===== config.mk =====
export PLATFORM = sky130hd
export DESIGN_NAME = instruction_fetch
export DESIGN_NICKNAME = d
export VERILOG_FILES = /design/src/rtl/instruction_fetch.sv
export SDC_FILE = /design/constraint.sdc
export NUM_CORES = 1
export LEC_CHECK = 0
export CAP_MARGIN = 20
export CORE_MARGIN = 2
export CORE_UTILIZATION = 50
export CTS_CLUSTER_DIAMETER = 30
export DETAILED_ROUTE_END_ITERATION = 10
export GPL_ROUTABILITY_DRIVEN = 0
export PLACE_DENSITY_LB_ADDON = 0.1
export SYNTH_ARGS = -nofsm -noshare
export SYNTH_HDL_FRONTEND = slang
export SYNTH_SLANG_ARGS = --single-unit

===== constraint.sdc =====
create_clock -name clk -period 3.5 [get_ports clk]
set_input_delay 0.525 -clock clk [delete_from_list [all_inputs] [get_ports clk]]
set_output_delay 0.525 -clock clk [all_outputs]
set_load 0.005 [all_outputs]

===== src/rtl/instruction_fetch.sv =====
// Fetch stage: holds the PC and fetches one instruction per phase_fetch pulse
// over a req/ack instruction-memory handshake, presenting the result to decode.
module instruction_fetch #(
  parameter int              XLEN         = 32,
  parameter logic [XLEN-1:0] RESET_VECTOR = '0,
  parameter logic [31:0]     NOP_INST     = 32'h0000_0013
) (
  input  logic            clk,
  input  logic            rst_n,
  input  logic            phase_fetch,
  input  logic            pc_we,
  input  logic [XLEN-1:0] pc_wdata,
  output logic [XLEN-1:0] imem_addr,
  output logic            imem_req,
  input  logic            imem_ack,
  input  logic [31:0]     imem_rdata,
  output logic [31:0]     inst,
  output logic [XLEN-1:0] curr_pc_fd,
  output logic [XLEN-1:0] next_pc_fd,
  output logic            stall_fetch,
  output logic            misalign_err
);

  typedef enum logic {
    IDLE = 1'b0,
    REQ  = 1'b1
  } state_t;

  state_t          state;
  state_t          next_state;
  logic            start_fetch;
  logic            fetch_done;
  logic [XLEN-1:0] pc;

  always_ff @(posedge clk or negedge rst_n) begin
    if (!rst_n) begin
      state <= IDLE;
    end else begin
      state <= next_state;
    end
  end

  always_comb begin
    next_state  = state;
    start_fetch = 1'b0;
    fetch_done  = 1'b0;
    case (state)
      IDLE: begin
        if (phase_fetch) begin
          next_state  = REQ;
          start_fetch = 1'b1;
        end
      end
      REQ: begin
        if (imem_ack) begin
          next_state = IDLE;
          fetch_done = 1'b1;
        end
      end
      default: next_state = IDLE;
    endcase
  end

  // Deriving req from the state register lets an async reset drop it at once.
  assign imem_req    = (state == REQ);
  assign stall_fetch = (state == REQ);

  always_ff @(posedge clk or negedge rst_n) begin
    if (!rst_n) begin
      pc           <= RESET_VECTOR;
      misalign_err <= 1'b0;
    end else if (pc_we) begin
      pc <= {pc_wdata[XLEN-1:2], 2'b00};
      if (pc_wdata[1:0] != 2'b00) begin
        misalign_err <= 1'b1;
      end
    end
  end

  // imem_addr captures the pre-edge pc, so a redirect in the same cycle
  // as the fetch pulse only affects the following fetch.
  always_ff @(posedge clk or negedge rst_n) begin
    if (!rst_n) begin
      imem_addr  <= RESET_VECTOR;
      inst       <= NOP_INST;
      curr_pc_fd <= RESET_VECTOR;
      next_pc_fd <= RESET_VECTOR + XLEN'(4);
    end else begin
      if (start_fetch) begin
        imem_addr <= pc;
      end
      if (fetch_done) begin
        inst       <= imem_rdata;
        curr_pc_fd <= imem_addr;
        next_pc_fd <= imem_addr + XLEN'(4);
      end
    end
  end

endmodule


==> Word-level counts from Yosys, hierarchy flattened <==
Cells that the tools add are included.
W data, S select, Z words.
{ "totals": {"regBits": 156, "input_bits": 69, "out_inout_bits": 131, "word_cells": 17} }
{ "classes": {"n_addsub": 1, "mux": 6, "bitwise_logic": 1, "n_reduce_logical": 2} }
{ "op_table": {"columns": ["cell", "n"], "rows": [
  ["$add A32 B3 Y32 const B", 1],
  ["$mux W1", 5],
  ["$pmux W1 S2", 1],
  ["$reduce_and A2 Y1", 1],
  ["$reduce_bool A2 Y1", 1],
  ["$not A1 Y1", 1]
]} }

==> Longest topological paths before layout <==
Gate-level depths: netlist (run 1).
{ "depth": {"word_depth": 2, "mapped_depth": 6, "ltp_nobuf": 5} }

==> Least setup slack after synthesis (run 1) <==
OpenSTA, ideal clock, no wires.
{ "synth_path": {"path_kind": "register to register", "start": "reg imem_addr[4]", "end": "reg next_pc_fd[31]", "setup_ns": 0.082, "t_arrival_ns": 1.919, "required_time_ns": 3.418, "setup_slack_ns": 1.499, "path_stages_with_launch": 7, "n_path_buf": 2, "period_less_slack_ns": 2.001, "cell_sequence": "dfrtp_1 -> buf_2 -> nand4_4 -> or4_1 -> buf_2 -> or4_1 -> a31oi_1"} }
{ "synth_via": {"elab_chain_cells": 1} }
{ "synth_rtl": {"columns": ["element", "line_no", "text"], "rows": [
  ["start: declaration", "13", "output logic [XLEN-1:0] imem_addr,"],
  ["start signal: assignment", "90", "imem_addr <= pc;"],
  ["$add A32 B3 Y32", "95", "next_pc_fd <= imem_addr + XLEN'(4);"],
  ["end signal: assignment", "87", "next_pc_fd <= RESET_VECTOR + XLEN'(4);"],
  ["end signal: assignment", "95", null],
  ["end: declaration", "19", "output logic [XLEN-1:0] next_pc_fd,"]
]} }
No other way between the ends.
A chain may end at the register's enable or synchronous reset.

==> Worst setup path after layout (run 1) <==
{ "layout_path": {"start": "reg imem_addr[8]", "end": "reg next_pc_fd[29]"} }
Same word-level chain as after synthesis.

==> flow_summary.json, run 1 <==
{
  "status": "complete, no violations",
  "r2r_start": "imem_addr[8]",
  "synth_edf_count": 0,
  "cp_max_fo": 12,
  "cp_common_cell": "or4_1",
  "placed_area_um2": 8400,
  "seq_area_frac_synth": 0.605,
  "crit_path_end_kind": "flip-flop",
  "clock_latency_ns": 0.41,
  "drc": 0,
  "syn_avg_cell_area_um2": 10.5,
  "drive_above_1_share": 0.118,
  "num_rows": 41,
  "htreeDepth": 4,
  "fin_crit_ns": 2.21,
  "antenna_cells": 0,
  "wirelength_um": 15500,
  "clockRootBuffer": "clkbuf_16",
  "syn_to_final_growth_pct": 40.0,
  "utilization": 0.713,
  "pre_cts_ws_ns": 1.20,
  "coreArea_um2": 12500,
  "finClkSkew_ns": 0.00650,
  "final_cell_area_um2": 8930,
  "ys.warnings.count": 0,
  "fmax_mhz": 453,
  "cts_hold_buf": 0,
  "hp-class": "input port to async pin",
  "cts_sinks": 154,
  "grt_overflow_total": 0,
  "die_h_um": 117,
  "cp-start-kind": "flip-flop",
  "finalHoldViolations": 0,
  "multi_input_area_um2": 2330,
  "worstPathCellList": "nand3_2, or4_1, or4_1, a31oi_1",
  "rrSetupSlack_ns": 1.29,
  "ant_nets": 0,
  "power.density_nw_per_um2": 677,
  "intPower_mw": 4.34,
  "r2r-end": "next_pc_fd[29]",
  "whs_ns": 0.0717,
  "vdd_drop_max_mv": 0.356,
  "rsz0062_at_grt": "false",
  "grt_pass1_wl_um": 24100,
  "power_leakage_nw": 3.90,
  "ys_types": 35,
  "antenna_found_initial": 0,
  "slew_violations": 0,
  "syn-instance-count": 609,
  "clock_path_buffers": 2,
  "switching_power_mw": 1.70,
  "final-setup-viol-count": 0,
  "required_ns": 3.84,
  "tightest_slew_ns": 0.976,
  "wl_per_cell_um": 16.0,
  "nFillCells": 1003,
  "die_w_um": 117,
  "clk_pin_slew_ns": 0.06,
  "pwr-share-seq": 0.442,
  "relSlewSlack": 0.350,
  "ff2ff_path_depth": 4,
  "maxCapViolCount": 0,
  "tns_ns": 0,
  "synth_ff_type": "dfrtp_1",
  "grt_use_total": 0.233,
  "synthArstFlopShare": 1.00,
  "cp-startpoint": "imem_addr[8]",
  "cp_data_arrival_time_ns": 2.55,
  "ctsResizeCount": 0,
  "io_buffer_count": 193,
  "postCtsSetupBuffers": 0,
  "synth_seq_cells": 154,
  "final_nets": 856,
  "setup_slack_ns": 1.29,
  "power_mw": 6.04,
  "swShare": 0.282,
  "crit_path_top_delay_cell": "or4_1",
  "synth_area_um2": 6380,
  "first_pass_iters": 4,
  "grt_pass1_vias": 4705,
  "p_clk_frac": 0.275,
  "final_cells": 968,
  "viasPerCell": 5.11,
  "cts_tree": "built",
  "seq_area_um2": 3860,
  "numCtsBuffers": 17,
  "hpwl_um": 10700,
  "dp.cells": 939,
  "num_vias": 4943,
  "max_stage_delay_ns": 0.72,
  "post-route-period-util": 0.631,
  "dieArea_um2": 13700,
  "initial_core_util": 0.509,
  "comb_power_share": 0.283,
  "ios": 200,
  "critPathKind": "flip-flop to flip-flop",
  "drt_iter0_markers": 237,
  "grt_max_degree": 98
}
[power by group through the flow]
stage               sequential [mW]  clock [mW]  combinational [mW]
finish                         2.67        1.66                1.71
floorplan                      2.62           0               0.604
detailed placement             2.70           0                1.73
global route                   2.74        1.78                1.89
CTS                            2.67        1.69                1.74
global placement               2.67           0                1.69
[flip-flops by register name (all words and copies together) (netlist names)]
signal	cells
curr_pc_fd	30
imem_addr	30
imem_req	1
inst	32
misalign_err	1
next_pc_fd	30
pc	30
[worst max-delay path: cells and delay by family (launching register included)]
family	cells	cell delay (ns)
AO/OA/AOI/OAI	1	0.17
flip-flops	1	0.50
AND/OR/NAND/NOR	3	1.48
[per-layer routing]
metal / vias up / global-route usage / wire length (um) / share of wire
met4: 0 / 0.0737 / 207 / 0.013
met5: - / 0 / 0 / 0
met3: 13 / 0.0783 / 1150 / 0.074
li1: 2376 / - / - / -
met1: 2394 / 0.311 / 6740 / 0.43
met2: 160 / 0.365 / 7400 / 0.48
[synthesized netlist by cell type, drive strengths merged (2+ instances only)]
cell    instances  share of area
or3             4         0.0039
nor3            3         0.0024
clkbuf         25          0.015
o21ai          32          0.025
or4            11          0.014
nand2         211           0.12
and4            3         0.0041
and2            3         0.0029
mux2           56          0.099
nand4b          2         0.0027
xor2            2         0.0027
o31ai           6         0.0071
dfrtp         150           0.59
a31oi          14          0.014
xnor2          12          0.016
buf            18          0.017
nand3          11         0.0094
nand4           8          0.011
inv             6         0.0035
nor4            5         0.0049
dfstp           4          0.016
nor2           17          0.010
[area by class of cell]
cell class / count / area share
clock inverter: 3 / 0.00449
multi-input combinational: 411 / 0.261
inverter: 6 / 0.00252
tap: 172 / 0.0241
clock buffer: 26 / 0.0548
sequential: 154 / 0.432
timing repair buffer: 196 / 0.220
[cell families after synthesis]
logic type | synth area share
AOI/OAI and AO/OA | 0.0471
buffers and inverters | 0.0349
xor gates and xnor gates | 0.0192
adders and majority gates | 0.00196
and+or+nand+nor | 0.192
other | 0.000588
muxes | 0.0989
DFF | 0.605
[worst max-delay path by stage]
stage          cells past startpoint             end
4_1_cts                            4  next_pc_fd[29]
5_1_grt                            4  next_pc_fd[29]
2_1_floorplan                      6  next_pc_fd[31]
3_5_place_dp                       3   imem_addr[12]
6_report                           4  next_pc_fd[29]
3_3_place_gp                       3   imem_addr[22]
[cells in the final DEF, fill, tap and decap left out, drive strengths merged]
cell type	instances
nand4	8
nor2b	1
bufinv	1
mux2	56
conb	6
nand2b	1
clkdlybuf4s50	192
xor2	2
clkinv	2
and4	3
dfstp	4
buf	4
nor2	17
nand2	211
nand4b	2
dfrtp	150
nand3	11
nor4	5
or3	4
a21o	1
and2	3
a31oi	14
or4	11
inv	6
o31ai	6
xnor2	12
and3	1
ha	1
o21ai	32
clkbuf	26
nor3	3
(Power assumes the default switching activity.)
==> run 2, diff against run 1 <==
--- a/config.mk
+++ b/config.mk
@@ -7,7 +7,7 @@
 export LEC_CHECK = 0
 export CAP_MARGIN = 20
 export CORE_MARGIN = 2
-export CORE_UTILIZATION = 50
+export CORE_UTILIZATION = 42
 export CTS_CLUSTER_DIAMETER = 30
 export DETAILED_ROUTE_END_ITERATION = 10
 export GPL_ROUTABILITY_DRIVEN = 0
==> constraint.sdc (replaced) <==
create_clock -name clk -period 2 [get_ports clk]
set_input_delay 0.3 -clock clk [delete_from_list [all_inputs] [get_ports clk]]
set_output_delay 0.3 -clock clk [all_outputs]
set_load 0.005 [all_outputs]
==> run 2 against run 1 <==
- clock-buffer cell count fell by 1
- power rose by 88%
- register-to-register slack got worse by 1.2 ns
- critical path type is now flip-flop to primary output
- largest cell class unchanged
- highest routed layer unchanged
==> flow_summary.json, run 2 (synthesis gave the netlist of run 1 again) <==
{
  "maxCapViolCount": 0,
  "rsz0062_at_grt": "false",
  "clock_path_buffers": 2,
  "final_cell_mix": "nand2_1 (210), clkdlybuf4s50_1 (192), dfrtp_1 (149), mux2_2 (56), o21ai_0 (32)",
  "grt_pass1_wl_um": 26100,
  "post-route-period-util": 0.956,
  "syn_to_final_growth_pct": 47.3,
  "slew_violations": 0,
  "grt_pass1_vias": 4999,
  "power.density_nw_per_um2": 1210,
  "cp-startpoint": "imem_addr[5]",
  "setup_slack_ns": 0.0872,
  "htreeDepth": 4,
  "wirelength_um": 16500,
  "ant_nets": 0,
  "coreArea_um2": 15000,
  "cp_max_fo": 7,
  "final-setup-viol-count": 0,
  "clockRootBuffer": "clkbuf_16",
  "final_nets": 892,
  "crit_path_end_kind": "primary output",
  "cts_tree": "built",
  "ff2ff_path_depth": 4,
  "drt_iter0_markers": 265,
  "antenna_cells": 0,
  "first_pass_iters": 5,
  "largest_reg_flops": 32,
  "numCtsBuffers": 17,
  "cp_data_arrival_time_ns": 1.61,
  "io_buffer_count": 193,
  "grt_max_degree": 53,
  "critPathCapture": "imem_addr[5]",
  "power_leakage_nw": 4.13,
  "grt_use_total": 0.207,
  "die_h_um": 127,
  "dieArea_um2": 16200,
  "num_vias": 5118,
  "initial_core_util": 0.424,
  "r2r-end": "next_pc_fd[26]",
  "antenna_found_initial": 0,
  "drive_above_1_share": 0.162,
  "hpwl_um": 11900,
  "tns_ns": 0,
  "pre_cts_ws_ns": 0.0586,
  "clk_pin_slew_ns": 0.06,
  "die_w_um": 127,
  "grt_overflow_total": 0,
  "hp-class": "input port to async pin",
  "top_register": "inst",
  "cp-start-kind": "flip-flop",
  "rrSetupSlack_ns": 0.12,
  "status": "complete, no violations",
  "finClkSkew_ns": 0.00678,
  "wl_per_cell_um": 16.1,
  "clock_latency_ns": 0.41,
  "ios": 200,
  "required_ns": 1.70,
  "cts_sinks": 154,
  "fin_crit_ns": 1.91,
  "power_mw": 11.3,
  "vdd_drop_max_mv": 0.604,
  "drc": 0,
  "fmax_mhz": 523,
  "num_rows": 45,
  "viasPerCell": 5.00,
  "critPathKind": "flip-flop to primary output",
  "r2r_start": "imem_addr[17]",
  "finalHoldViolations": 0,
  "layout_commonest_cell": "nand2_1"
}
## run 2: per-layer routing
metal  share of wire  wire, um  track usage  up-vias
li1                -         -            -     2451
met1            0.47      7720        0.282     2455
met2            0.45      7500        0.318      193
met3           0.058       958       0.0544       19
met4           0.019       310       0.0873        0
met5               0         0            0        -
## run 2: worst min-delay path by stage
stage	end	slack, ns	startpoint
global placement	inst[5]	0.26	rst_n
finish	inst[5]	0.38	rst_n
detailed placement	inst[3]	0.26	rst_n
floorplan	curr_pc_fd[10]	0.004	rst_n
CTS	inst[1]	0.37	imem_rdata[1]
global route	inst[4]	0.39	imem_rdata[4]
## run 2: worst max-delay path: stages (launching register included)
cell	delay, ns
dfrtp_1	0.40
buf_4	0.13
buf_4	0.16
clkdlybuf4s50_1	0.52
## run 2: timing repair
| action | CTS | global route |
|---|---|---|
| buffers inserted | 0 | 3 |
| endpoints found under the hold margin | 38 | 0 |
| hold buffers | 1 | 0 |
| setup endpoints to repair | 0 | 5 |
| gates resized for setup | 0 | 2 |
## run 2: final cells by class
type / instances / area (um2)
clock buffer: 25 / 485
tap: 188 / 235
clock inverter: 7 / 138
multi-input combinational: 411 / 2340
inverter: 6 / 22.5
fill: 1230 / 5640
timing repair buffer: 232 / 2320
sequential: 154 / 3860
## run 2: per-stage QoR
stage | hold slack, ns | instances | area, um2 | util
floorplan | 0.00441 | 614 | 6400 | -
global placement | 0.256 | 987 | 8730 | 0.581
detailed placement | 0.265 | 987 | 8730 | 0.581
CTS | 0.375 | 1020 | 9370 | 0.623
global route | 0.388 | 1023 | 9390 | 0.625
finish | 0.385 | 1023 | 9390 | 0.625
## run 2: where the power goes
group | internal, mW | switching (mW) | leakage (nW)
logic | 2.08 | 1.41 | 1.99
clock network | 2.19 | 1.16 | 0.301
registers | 3.94 | 0.559 | 1.84
total | 8.20 | 3.14 | 4.13
